File: config.mk
export PLATFORM = sky130hd
export DESIGN_NAME = clock_divider_meter
export DESIGN_NICKNAME = d
export VERILOG_FILES = /design/src/rtl/clock_divider_meter.sv
export SDC_FILE = /design/constraint.sdc
export NUM_CORES = 1
export LEC_CHECK = 0
export CELL_PAD_IN_SITES_DETAIL_PLACEMENT = 1
export CELL_PAD_IN_SITES_GLOBAL_PLACEMENT = 2
export CORE_MARGIN = 3
export CORE_UTILIZATION = 30
export CTS_CLUSTER_SIZE = 10
export DETAILED_ROUTE_END_ITERATION = 6
export HOLD_SLACK_MARGIN = 0.03
export PLACE_DENSITY_LB_ADDON = 0.1
export SLEW_MARGIN = 0
export SYNTH_ARGS = -nofsm -noshare
export SYNTH_HDL_FRONTEND = slang
export SYNTH_SLANG_ARGS = --single-unit
File: constraint.sdc
create_clock -name clk -period 2.33 [get_ports clk]
set_input_delay 0.233 -clock clk [delete_from_list [all_inputs] [get_ports clk]]
set_output_delay 0.233 -clock clk [all_outputs]
set_load 0.01 [all_outputs]
File: src/rtl/clock_divider_meter.sv
// clock_divider_meter: measures the half-period of clk_in in clk cycles, flags lock and overflow.
// Optional macro CLOCK_DIVIDER_METER_SYNC_EN: adds a two-flop synchronizer ahead of edge detection.
module clock_divider_meter #(
    parameter int COUNT_BIT_WIDTH      = 16,
    parameter int LOCK_COUNT           = 4,
    parameter int LOCK_COUNT_BIT_WIDTH = 3
) (
    input  logic                       clk,
    input  logic                       reset,
    input  logic                       clk_in,
    output logic [COUNT_BIT_WIDTH-1:0] half_period,
    output logic                       period_valid,
    output logic                       locked,
    output logic                       overflow
);
    localparam logic [0:0] WAIT_EDGE = 1'b0;
    localparam logic [0:0] MEASURE   = 1'b1;
    localparam logic [LOCK_COUNT_BIT_WIDTH-1:0] LOCK_MAX = LOCK_COUNT_BIT_WIDTH'(LOCK_COUNT);

    logic                            synced;
    logic                            s_prev;
    logic                            in_edge;
    logic [0:0]                      state;
    logic [COUNT_BIT_WIDTH-1:0]      count;
    logic [COUNT_BIT_WIDTH-1:0]      prev;
    logic [LOCK_COUNT_BIT_WIDTH-1:0] match_cnt;
    logic [LOCK_COUNT_BIT_WIDTH-1:0] match_nxt;
    logic                            first_cap;

`ifdef CLOCK_DIVIDER_METER_SYNC_EN
    logic s1, s2;
    // two-flop synchronizer for an asynchronous clk_in
    always_ff @(posedge clk) begin
        if (reset) begin
            s1 <= 1'b0;
            s2 <= 1'b0;
        end else begin
            s1 <= clk_in;
            s2 <= s1;
        end
    end
    assign synced = s2;
`else
    assign synced = clk_in;
`endif

    // previous input level for both-edge detection
    always_ff @(posedge clk) begin
        s_prev <= reset ? 1'b0 : synced;
    end

    assign in_edge = synced ^ s_prev;

    // match count that a capture of the current count would produce
    always_comb begin
        match_nxt = first_cap ? '0 :
                    (count != prev) ? '0 :
                    (match_cnt == LOCK_MAX) ? match_cnt : match_cnt + LOCK_COUNT_BIT_WIDTH'(1);
    end

    // measurement FSM: count between edges, capture, track lock, saturate into overflow
    always_ff @(posedge clk) begin
        if (reset) begin
            state        <= WAIT_EDGE;
            count        <= '0;
            prev         <= '0;
            match_cnt    <= '0;
            first_cap    <= 1'b0;
            half_period  <= '0;
            period_valid <= 1'b0;
            locked       <= 1'b0;
            overflow     <= 1'b0;
        end else begin
            period_valid <= 1'b0;
            if (state == WAIT_EDGE) begin
                if (in_edge) begin
                    state     <= MEASURE;
                    count     <= COUNT_BIT_WIDTH'(1);
                    first_cap <= 1'b1;
                end
            end else if (in_edge) begin
                half_period  <= count;
                period_valid <= 1'b1;
                count        <= COUNT_BIT_WIDTH'(1);
                prev         <= count;
                first_cap    <= 1'b0;
                match_cnt    <= match_nxt;
                locked       <= (match_nxt == LOCK_MAX);
            end else if (&count) begin
                overflow  <= 1'b1;
                locked    <= 1'b0;
                match_cnt <= '0;
                state     <= WAIT_EDGE;
            end else begin
                count <= count + COUNT_BIT_WIDTH'(1);
            end
        end
    end
endmodule

# [Word-level counts from Yosys, hierarchy flattened]
# Cells that the tools add are included.
[op_classes] muxes=18 eq_ne=4 bitwise_logic=3 addsub=2 n_reduce_logical=8
[ops] op="16-bit 2-to-1 mux" count=4
[ops] op="18-bit AND reduction" count=1
[ops] op="16-bit by 1-bit adder with 16-bit output (second input constant)" count=1
[ops] op="16-bit inequality test" count=1
[ops] op="16-bit AND reduction" count=1
[ops] op="3-bit 2-to-1 mux" count=5
[ops] op="1-bit 2-to-1 mux" count=9
[ops] op="3-bit == test (second input constant)" count=2
[ops] op="2-bit AND reduction" count=3
[ops] op="2-bit nonzero test" count=2
[ops] op="3-bit by 1-bit adder with 3-bit output (second input constant)" count=1
[ops] op="2-bit inequality test (second input constant)" count=1
[ops] op="1-bit inverter" count=2
[ops] op="2-bit OR reduction" count=1
[ops] op="1-bit bitwise XOR" count=1
[totals] word_cells=44 regBits=41

# [Depth between registers and ports, before layout]
# Gate-level depths: netlist of the first run.
[logic_depth] word_depth=6 depth_mapped=7 ltp_nobuf=6

# [Worst setup path after synthesis of the first run]
# Ideal clock, no wire load.
[synth_timing] path_type="register -> register" startpoint="register count[1]" endpoint="register count[2]" path_buffers=1 arrival_time_ps=1775 path_stages_with_launch=8 required_ps=2202 slack_ps=428 cell_sequence="dfxtp_1 ha_1 nand2_1 or4_4 buf_6 o211ai_1 xor2_1 nor2_1"
[synth_between] elab_chain_len=4
[synth_rtl] item="start: declaration" line_no="24" text="logic [COUNT_BIT_WIDTH-1:0] count;"
[synth_rtl] item="start signal: assignment" line_no="95" text="count <= count + COUNT_BIT_WIDTH'(1);"
[synth_rtl] item="16-bit by 1-bit adder with 16-bit output" line_no="95"
[synth_rtl] item="16-bit 2-to-1 mux" line_no="89" text="end else if (&count) begin"
[synth_rtl] item="16-bit 2-to-1 mux" line_no="81" text="end else if (in_edge) begin"
[synth_rtl] item="16-bit 2-to-1 mux" line_no="75" text="if (state == WAIT_EDGE) begin"
# Parallel ways exist; a longest one is shown, timed or not. The select of a mux whose other input is x is not followed.
# A chain may end at the register's enable or synchronous reset.

# [Final worst setup path of the first run]
[layout_timing] startpoint="register count[1]" endpoint="register count[1]"
# Same word-level chain as after synthesis.

==> results.md, run 1 <==
- Hold Crit Depth: 2
- Met2 GRT Util: about a quarter
- Fill count: 738
- Synth area leaders: dfxtp_1, xor2_1, nand2_1
- First-pass GRT wire length: approximately 8.5 mm
- Initial DRC Count: 41
- Crit path DAT: about 2.3 ns
- Pleak: between 0.8 and 0.9 nW
- Setup Skew: approximately 0.0053 ns
- Final setup fails: 0
- Clk buf depth: 2
- Syn avg cell area: between 8 and 9 µm²
- YS warnings: 0
- WL final: between 5 and 6 mm
- Layout Cells excl Fill: roughly 340
- H-Tree Depth: 2
- HP Class: reg -> reg
- Grt ovf: 0
- Mux share of post-synthesis cell area: 0.5185%
- RSZ-0062 raised after global routing: false
- Cells after DPL: ~330
- Simple-Gate Fraction of Synth Area: 25.79%
- Cts hold-fix bufs: 0
- Final min period: between 2 and 2.5 ns
- Post-synth top area share: a little over two fifths
- Synth Register Bits: 41
- Vias in the first global route: 1,720
- Worst skew pair latency: 0.29 ns
- CP Max Fanout: 11
- Boundary pin count: 22
- Setup TNS: 0 ns
- Adder-Cell Fraction of Synth Area: slightly below 2%
- Clk slew on worst S/H paths: 0.08 ns
- DP HPWL: 3.773 mm
- Pwr dens: roughly 570 mW/mm²
- Die extent in y: approximately 86 µm
- DRC viols: 0
- Synth Area in Compound Gates: between 10% and 20%
- Resized cells post-CTS: 0
- Router iterations before antenna repair: 4
- Syn Nets: between 200 and 250
- Most Crowded Layer GR: met2
- Final Max Slew Viols: 0
- Fin nets: between 200 and 300
- Area of the core: roughly 0.0061 mm²
- Peak Freq: 468.1 MHz
- Worst VDD drop: approximately 0.00033 V
- Critical Path RT: roughly 2.5 ns
- Post-CTS setup buffer count: 0
- Endpoints failing hold: 0
- Max transition margin: ~63%
- # clock sinks: 41
- Seq/Total Area, Yosys: 42.51%
- Yosys top cell by area: dfxtp_1
- Largest net degree at the start of global routing: 24
- Initial antenna violation count: 0
- P&R area growth vs syn: 23.59%
- Global routing usage on met1: a little under a fifth
- Largest family of logic cells by synthesized area: simple AND/OR/NAND/NOR gates
- Layout cells sized above 1: between 10% and 20%
- Post-route ant nets: 0
- Starting density of the core: between 30% and 40%
- Avg WL per Cell: between 15 and 20 µm
- Clock tree from TritonCTS: done
- Root buf cell: clkbuf_8
- Total GRT Usage: about 15%
- Final worst-path cycle share: between 90 and 100%
- Max Cap Viol: 0
- Routability cong.: slightly below 0.8
- Crit. End Element: flip-flop
- Full die area: 0.007434 mm²
- Slew @ Worst Pin: about 0.54 ns
- ANT cells: 0
- Setup CP Type: reg -> reg
- Synth cell types: 40
- Via/cell ratio: between 4 and 5
- Synth Area in XOR/XNOR: approximately 14%
- Clock buffer count from CTS: 5
- Rows: 28
- Synth Cell Area: 0.001931 mm²
- Die width: between 80 and 90 µm
- Cells after Synth: between 200 and 250
- Status: finished clean
- CP Launch Type: flip-flop
- Buffers on Ports: 21
- Met3 global-route usage: 3.327%
- DR vias: 1,633
- Worst-case reg-to-reg path depth: 6
## power by group
part | switching (mW) | internal (mW)
Sequential | 0.00907 | 0.711
Combinational | 0.0702 | 0.0411
Clock | 0.250 | 0.268
## cell families after synthesis
logic type                 Yosys count
muxes                                1
xor gates and xnor gates            31
DFF                                 41
buffers and inverters               16
and+or+nand+nor                    102
AOI/OAI and AO/OA                   37
adders and majority gates            3
## final cells by class
cell class              instances  area, µm²  share of cell area (%)
multi-input cells             174       1040                   43.58
flip-flops and latches         41      820.8                   34.40
repair buffers                 35      315.3                   13.21
clock buffers                   7      96.34                   4.038
well taps                      75      93.84                   3.933
inverters                       4      15.01                  0.6293
clock inverters                 1      5.005                  0.2098
## worst max-delay path, stage by stage (launching register included)
cell,delay (ns)
dfxtp_1,0.47
ha_1,0.26
nand2_1,0.14
or4_4,0.60
o21ai_2,0.29
mux2i_1,0.22
nor2_1,0.06
## synth_stat cells
cell type and count:
nand3_1 5, clkbuf_1 8, mux2i_1 1, buf_2 2, or4_1 1, nor2b_1 1, or3_1 1, and3_1 3
xnor2_1 8, nor3_1 7, ha_1 3, nand2_1 44, nand3b_1 1, nor4b_1 2, o2111ai_2 1, and3_2 1
or2_2 1, o2111ai_1 1, dfxtp_1 41, or4_4 1, a211oi_1 1, nor4_1 3, nand2b_1 1, o211ai_1 3
and2_1 1, o21bai_1 1, nor3b_1 1, and4_1 2, a21oi_1 20, nor2_1 20, buf_6 1, o21ai_2 1
inv_1 4, nand4_1 5, buf_1 1, xor2_1 23, a32oi_1 1, nand4_4 1, a31oi_1 3, o21ai_0 5
## final timing paths
path	slack, ns	endpoint	startpoint
max reg2reg	0.19	count[1]	count[1]
max	0.19	count[1]	count[1]
min	0.47	locked	locked
min reg2reg	0.47	locked	locked
## sequential cells by signal, summed over array words and instances (netlist names)
name and cells:
locked 1, state 1, overflow 1, period_valid 1, match_cnt 3, prev 16, count 16, first_cap 1
s_prev 1
## per-layer routing
layer  part of all wire [%]  vias to the layer above
met4                    1.2                        0
met2                     46                       19
met1                     49                      766
met3                    3.3                        6
met5                      0                        -
li1                       -                      842
## metrics by stage
step	util (%)	setup slack [ns]	instance area (µm²)	hold slack (ns)	power, mW
2_1_floorplan	-	0.4278	1931	0.3046	0.8013
3_3_place_gp	37.70	0.2687	2285	0.4558	0.8498
3_5_place_dp	37.70	0.2029	2285	0.4557	0.8507
4_1_cts	39.37	0.1945	2386	0.4763	1.372
5_1_grt	39.37	0.04416	2386	0.5210	1.414
6_report	39.37	0.1936	2386	0.4726	1.349
## placed cells by master, fill, tap and decap left out, drive strengths merged, types with 2 or more instances in the layout
cell type      netlist  routed
a21oi               20      20
a31oi                3       3
and3                 4       4
and4                 2       2
buf                  4      14
clkbuf               8       7
clkdlybuf4s50        0      21
dfxtp               41      41
ha                   3       3
inv                  4       4
nand2               44      44
nand3                5       5
nand4                6       6
nor2                20      20
nor3                 7       7
nor4                 3       3
nor4b                2       2
o2111ai              2       2
o211ai               3       3
o21ai                6       6
or4                  2       2
xnor2                8       8
xor2                23      23
Power figures use the tool's default switching activity.
==> run 2, diff against run 1 <==
--- a/config.mk
+++ b/config.mk
@@ -11,6 +11,7 @@
 export CORE_UTILIZATION = 30
 export CTS_CLUSTER_SIZE = 10
 export DETAILED_ROUTE_END_ITERATION = 6
+export GPL_TIMING_DRIVEN = 0
 export HOLD_SLACK_MARGIN = 0.03
 export PLACE_DENSITY_LB_ADDON = 0.1
 export SLEW_MARGIN = 0
==> results.md, run 2 (synthesis gave the netlist of run 1 again) <==
- Initial antenna violation count: 0 (unchanged)
- Vias in the first global route: 1,656 (was 1,720)
- Critical Path RT: 2.49 ns (was 2.51 ns)
- Power share of the sequential group: 55.7% (was 53.4%)
- Clk slew on worst S/H paths: 0.08 ns (about the same)
- Endpoints failing hold: 0 (unchanged)
- Crit. End Element: flip-flop (unchanged)
- Power Total: 1.297 mW (was 1.349 mW)
- # clock sinks: 41 (unchanged)
- Boundary pin count: 22 (unchanged)
- Avg WL per Cell: 15.06 µm (was 15.01 µm)
- Final min period: 2.109 ns (was 2.136 ns)
- Post-route cell area: 0.002322 mm² (was 0.002386 mm²)
- Switching Share: 24.56% (was 24.38%)
- Clk buf depth: 2 (unchanged)
- DRC viols: 0 (unchanged)
- Full die area: 0.007434 mm² (unchanged)
- Starting density of the core: 31.85% (unchanged)
- CP Max Fanout: 10 (was 11)
- DR vias: 1,644 (was 1,633)
- Setup TNS: 0 ns (unchanged)
- Final Max Slew Viols: 0 (unchanged)
- Most common cell after layout, fill and taps aside: nand2_1 (unchanged)
- Routability cong.: 0.7196 (was 0.7775)
- Buffers on Ports: 21 (unchanged)
- R2R Path Start: count[1] (unchanged)
- Max Cap Viol: 0 (unchanged)
- Die extent in y: 86.22 µm (unchanged)
- Slowest CP cell: or4_4 (unchanged)
- Setup Skew: 0.003332 ns (was 0.005319 ns)
- Clock share of power: 36.7% (was 38.4%)
- Post-route ant nets: 0 (unchanged)
- Biggest regs: count x16, prev x16, match_cnt x3 (unchanged)
- CP peak stage delay: 0.53 ns (was 0.60 ns)
- Setup CP Type: reg -> reg (unchanged)
- Largest net degree at the start of global routing: 12 (was 24)
- Hold wc startpoint: locked (unchanged)
- Router iterations before antenna repair: 4 (unchanged)
- Final setup fails: 0 (unchanged)
- CP Launch Type: flip-flop (unchanged)
- Reg-to-reg slack, setup: 0.22 ns (was 0.19 ns)
- R2r endpoint: count[2] (was count[1])
- Worst Path Buf+Inv: 1 (was 0)
- Net Sw Power: 0.3187 mW (was 0.3288 mW)
- Crit path DAT: 2.27 ns (was 2.32 ns)
- Peak Freq: 474.2 MHz (was 468.1 MHz)
- Fin nets: 265 (was 267)
- Clock tree from TritonCTS: done (unchanged)
- Layout cells sized above 1: 6.178% (was 10.69%)
- Pwr dens: 558.6 mW/mm² (was 565.2 mW/mm²)
- Area after DPL: 0.002235 mm² (was 0.002285 mm²)
- Root buf cell: clkbuf_8 (unchanged)
- Clock buffer count from CTS: 5 (unchanged)
- Grt ovf: 0 (unchanged)
- Critical path's top delay family: simple AND/OR/NAND/NOR gates (unchanged)
- Worst Hold Path EP: locked (unchanged)
- Worst skew pair latency: 0.29 ns (about the same)
- HP Class: reg -> reg (unchanged)
- Cts hold-fix bufs: 0 (unchanged)
- P&R area growth vs syn: 20.29% (was 23.59%)
- RSZ-0062 raised after global routing: false (unchanged)
- Comb power frac: 7.6% (was 8.3%)
- Max transition margin: 56.92% (was 63.49%)
- Die width: 86.22 µm (unchanged)
- Hold Crit Depth: 2 (unchanged)
- Area of the core: 0.006061 mm² (unchanged)
- ANT cells: 0 (unchanged)
- Total GRT Usage: 14.92% (was 14.59%)
- Initial DRC Count: 62 (was 41)
- H-Tree Depth: 2 (unchanged)
- Fill count: 741 (was 738)
- Rows: 28 (unchanged)
- Slew @ Worst Pin: 0.6413 ns (was 0.5435 ns)
- Worst VDD drop: 0.0002386 V (was 0.0003253 V)
- First-pass GRT wire length: 8.569 mm (was 8.542 mm)
- WL final: 5.030 mm (was 5.059 mm)
- DP HPWL: 3.841 mm (was 3.773 mm)
- Worst-case reg-to-reg path depth: 7 (was 6)
- Pleak: 0.8320 nW (was 0.8856 nW)
- Worst-path cell chain: ha_1, nand2_1, or4_4, buf_6, o211ai_1, xor2_1, nor2_1 (was ha_1, nand2_1, or4_4, o21ai_2, mux2i_1, nor2_1)
- Status: finished clean (unchanged)
- Most frequent cells in the layout: nand2_1, dfxtp_1, xor2_1 (unchanged)
- Pint: 0.9786 mW (was 1.020 mW)
- Final worst-path cycle share: 90.51% (was 91.69%)
- Via/cell ratio: 4.922 (was 4.846)
[run 2: changes by cell type in the layout (fill, tap and decap cells not counted), sizes merged]
cell,before,now
clkinv,1,0
clkbuf,7,15
buf,14,4
[run 2: layer usage]
metal	up-vias	global-route usage (%)	share of wire, %
li1	843	-	-
met1	773	19.91	49
met2	24	24.81	48
met3	4	2.281	2.6
met4	0	4.674	0.95
met5	-	0	0
[run 2: tightest hold or removal path: cells and delay by family (launching register included)]
kind / cells / cell delay (ns)
flip-flops: 1 / 0.33
AND/OR/NAND/NOR: 1 / 0.05
AO/OA/AOI/OAI: 1 / 0.07
[run 2: cell type report]
class                      instances  area (µm²)  area share [%]
tap                               75       93.84           4.041
sequential                        41       822.0           35.40
multi-input combinational        174        1040           44.77
buffer                            12       55.05           2.371
clock buffer                       7       86.33           3.718
timing repair buffer              21       210.2           9.052
inverter                           4       15.01          0.6466
[run 2: how the worst max path moves through the flow]
stage | from | endpoint | slack (ns) | cells after the start
finish | count[1] | count[2] | 0.22 | 7
global route | count[1] | count[5] | 0.02 | 7
CTS | count[1] | count[2] | 0.11 | 7
detailed placement | clk_in | prev[10] | 0.07 | 7
floorplan | count[1] | count[2] | 0.43 | 7
global placement | clk_in | prev[9] | 0.05 | 7
[run 2: repair_timing]
action,CTS,global route
gates resized for setup,0,1
buffers inserted,0,0
setup endpoints to repair,0,6
[run 2: stage by stage]
stage / util, % / instances / setup slack (ns) / hold slack (ns)
CTS: 38.29 / 334 / 0.1095 / 0.4810
global route: 38.32 / 334 / 0.01688 / 0.5088
global placement: 36.87 / 327 / 0.05233 / 0.4551
detailed placement: 36.87 / 327 / 0.07325 / 0.4538
finish: 38.32 / 334 / 0.2211 / 0.4812
floorplan: - / 231 / 0.4278 / 0.3046
[run 2: power groups by stage]
stage	clock [mW]	sequential [mW]	combinational, mW
after detailed placement	0	0.739	0.101
after floorplan	0	0.737	0.0645
final	0.476	0.722	0.0992
after global routing	0.529	0.725	0.112
after global placement	0	0.739	0.101
after CTS	0.498	0.722	0.102
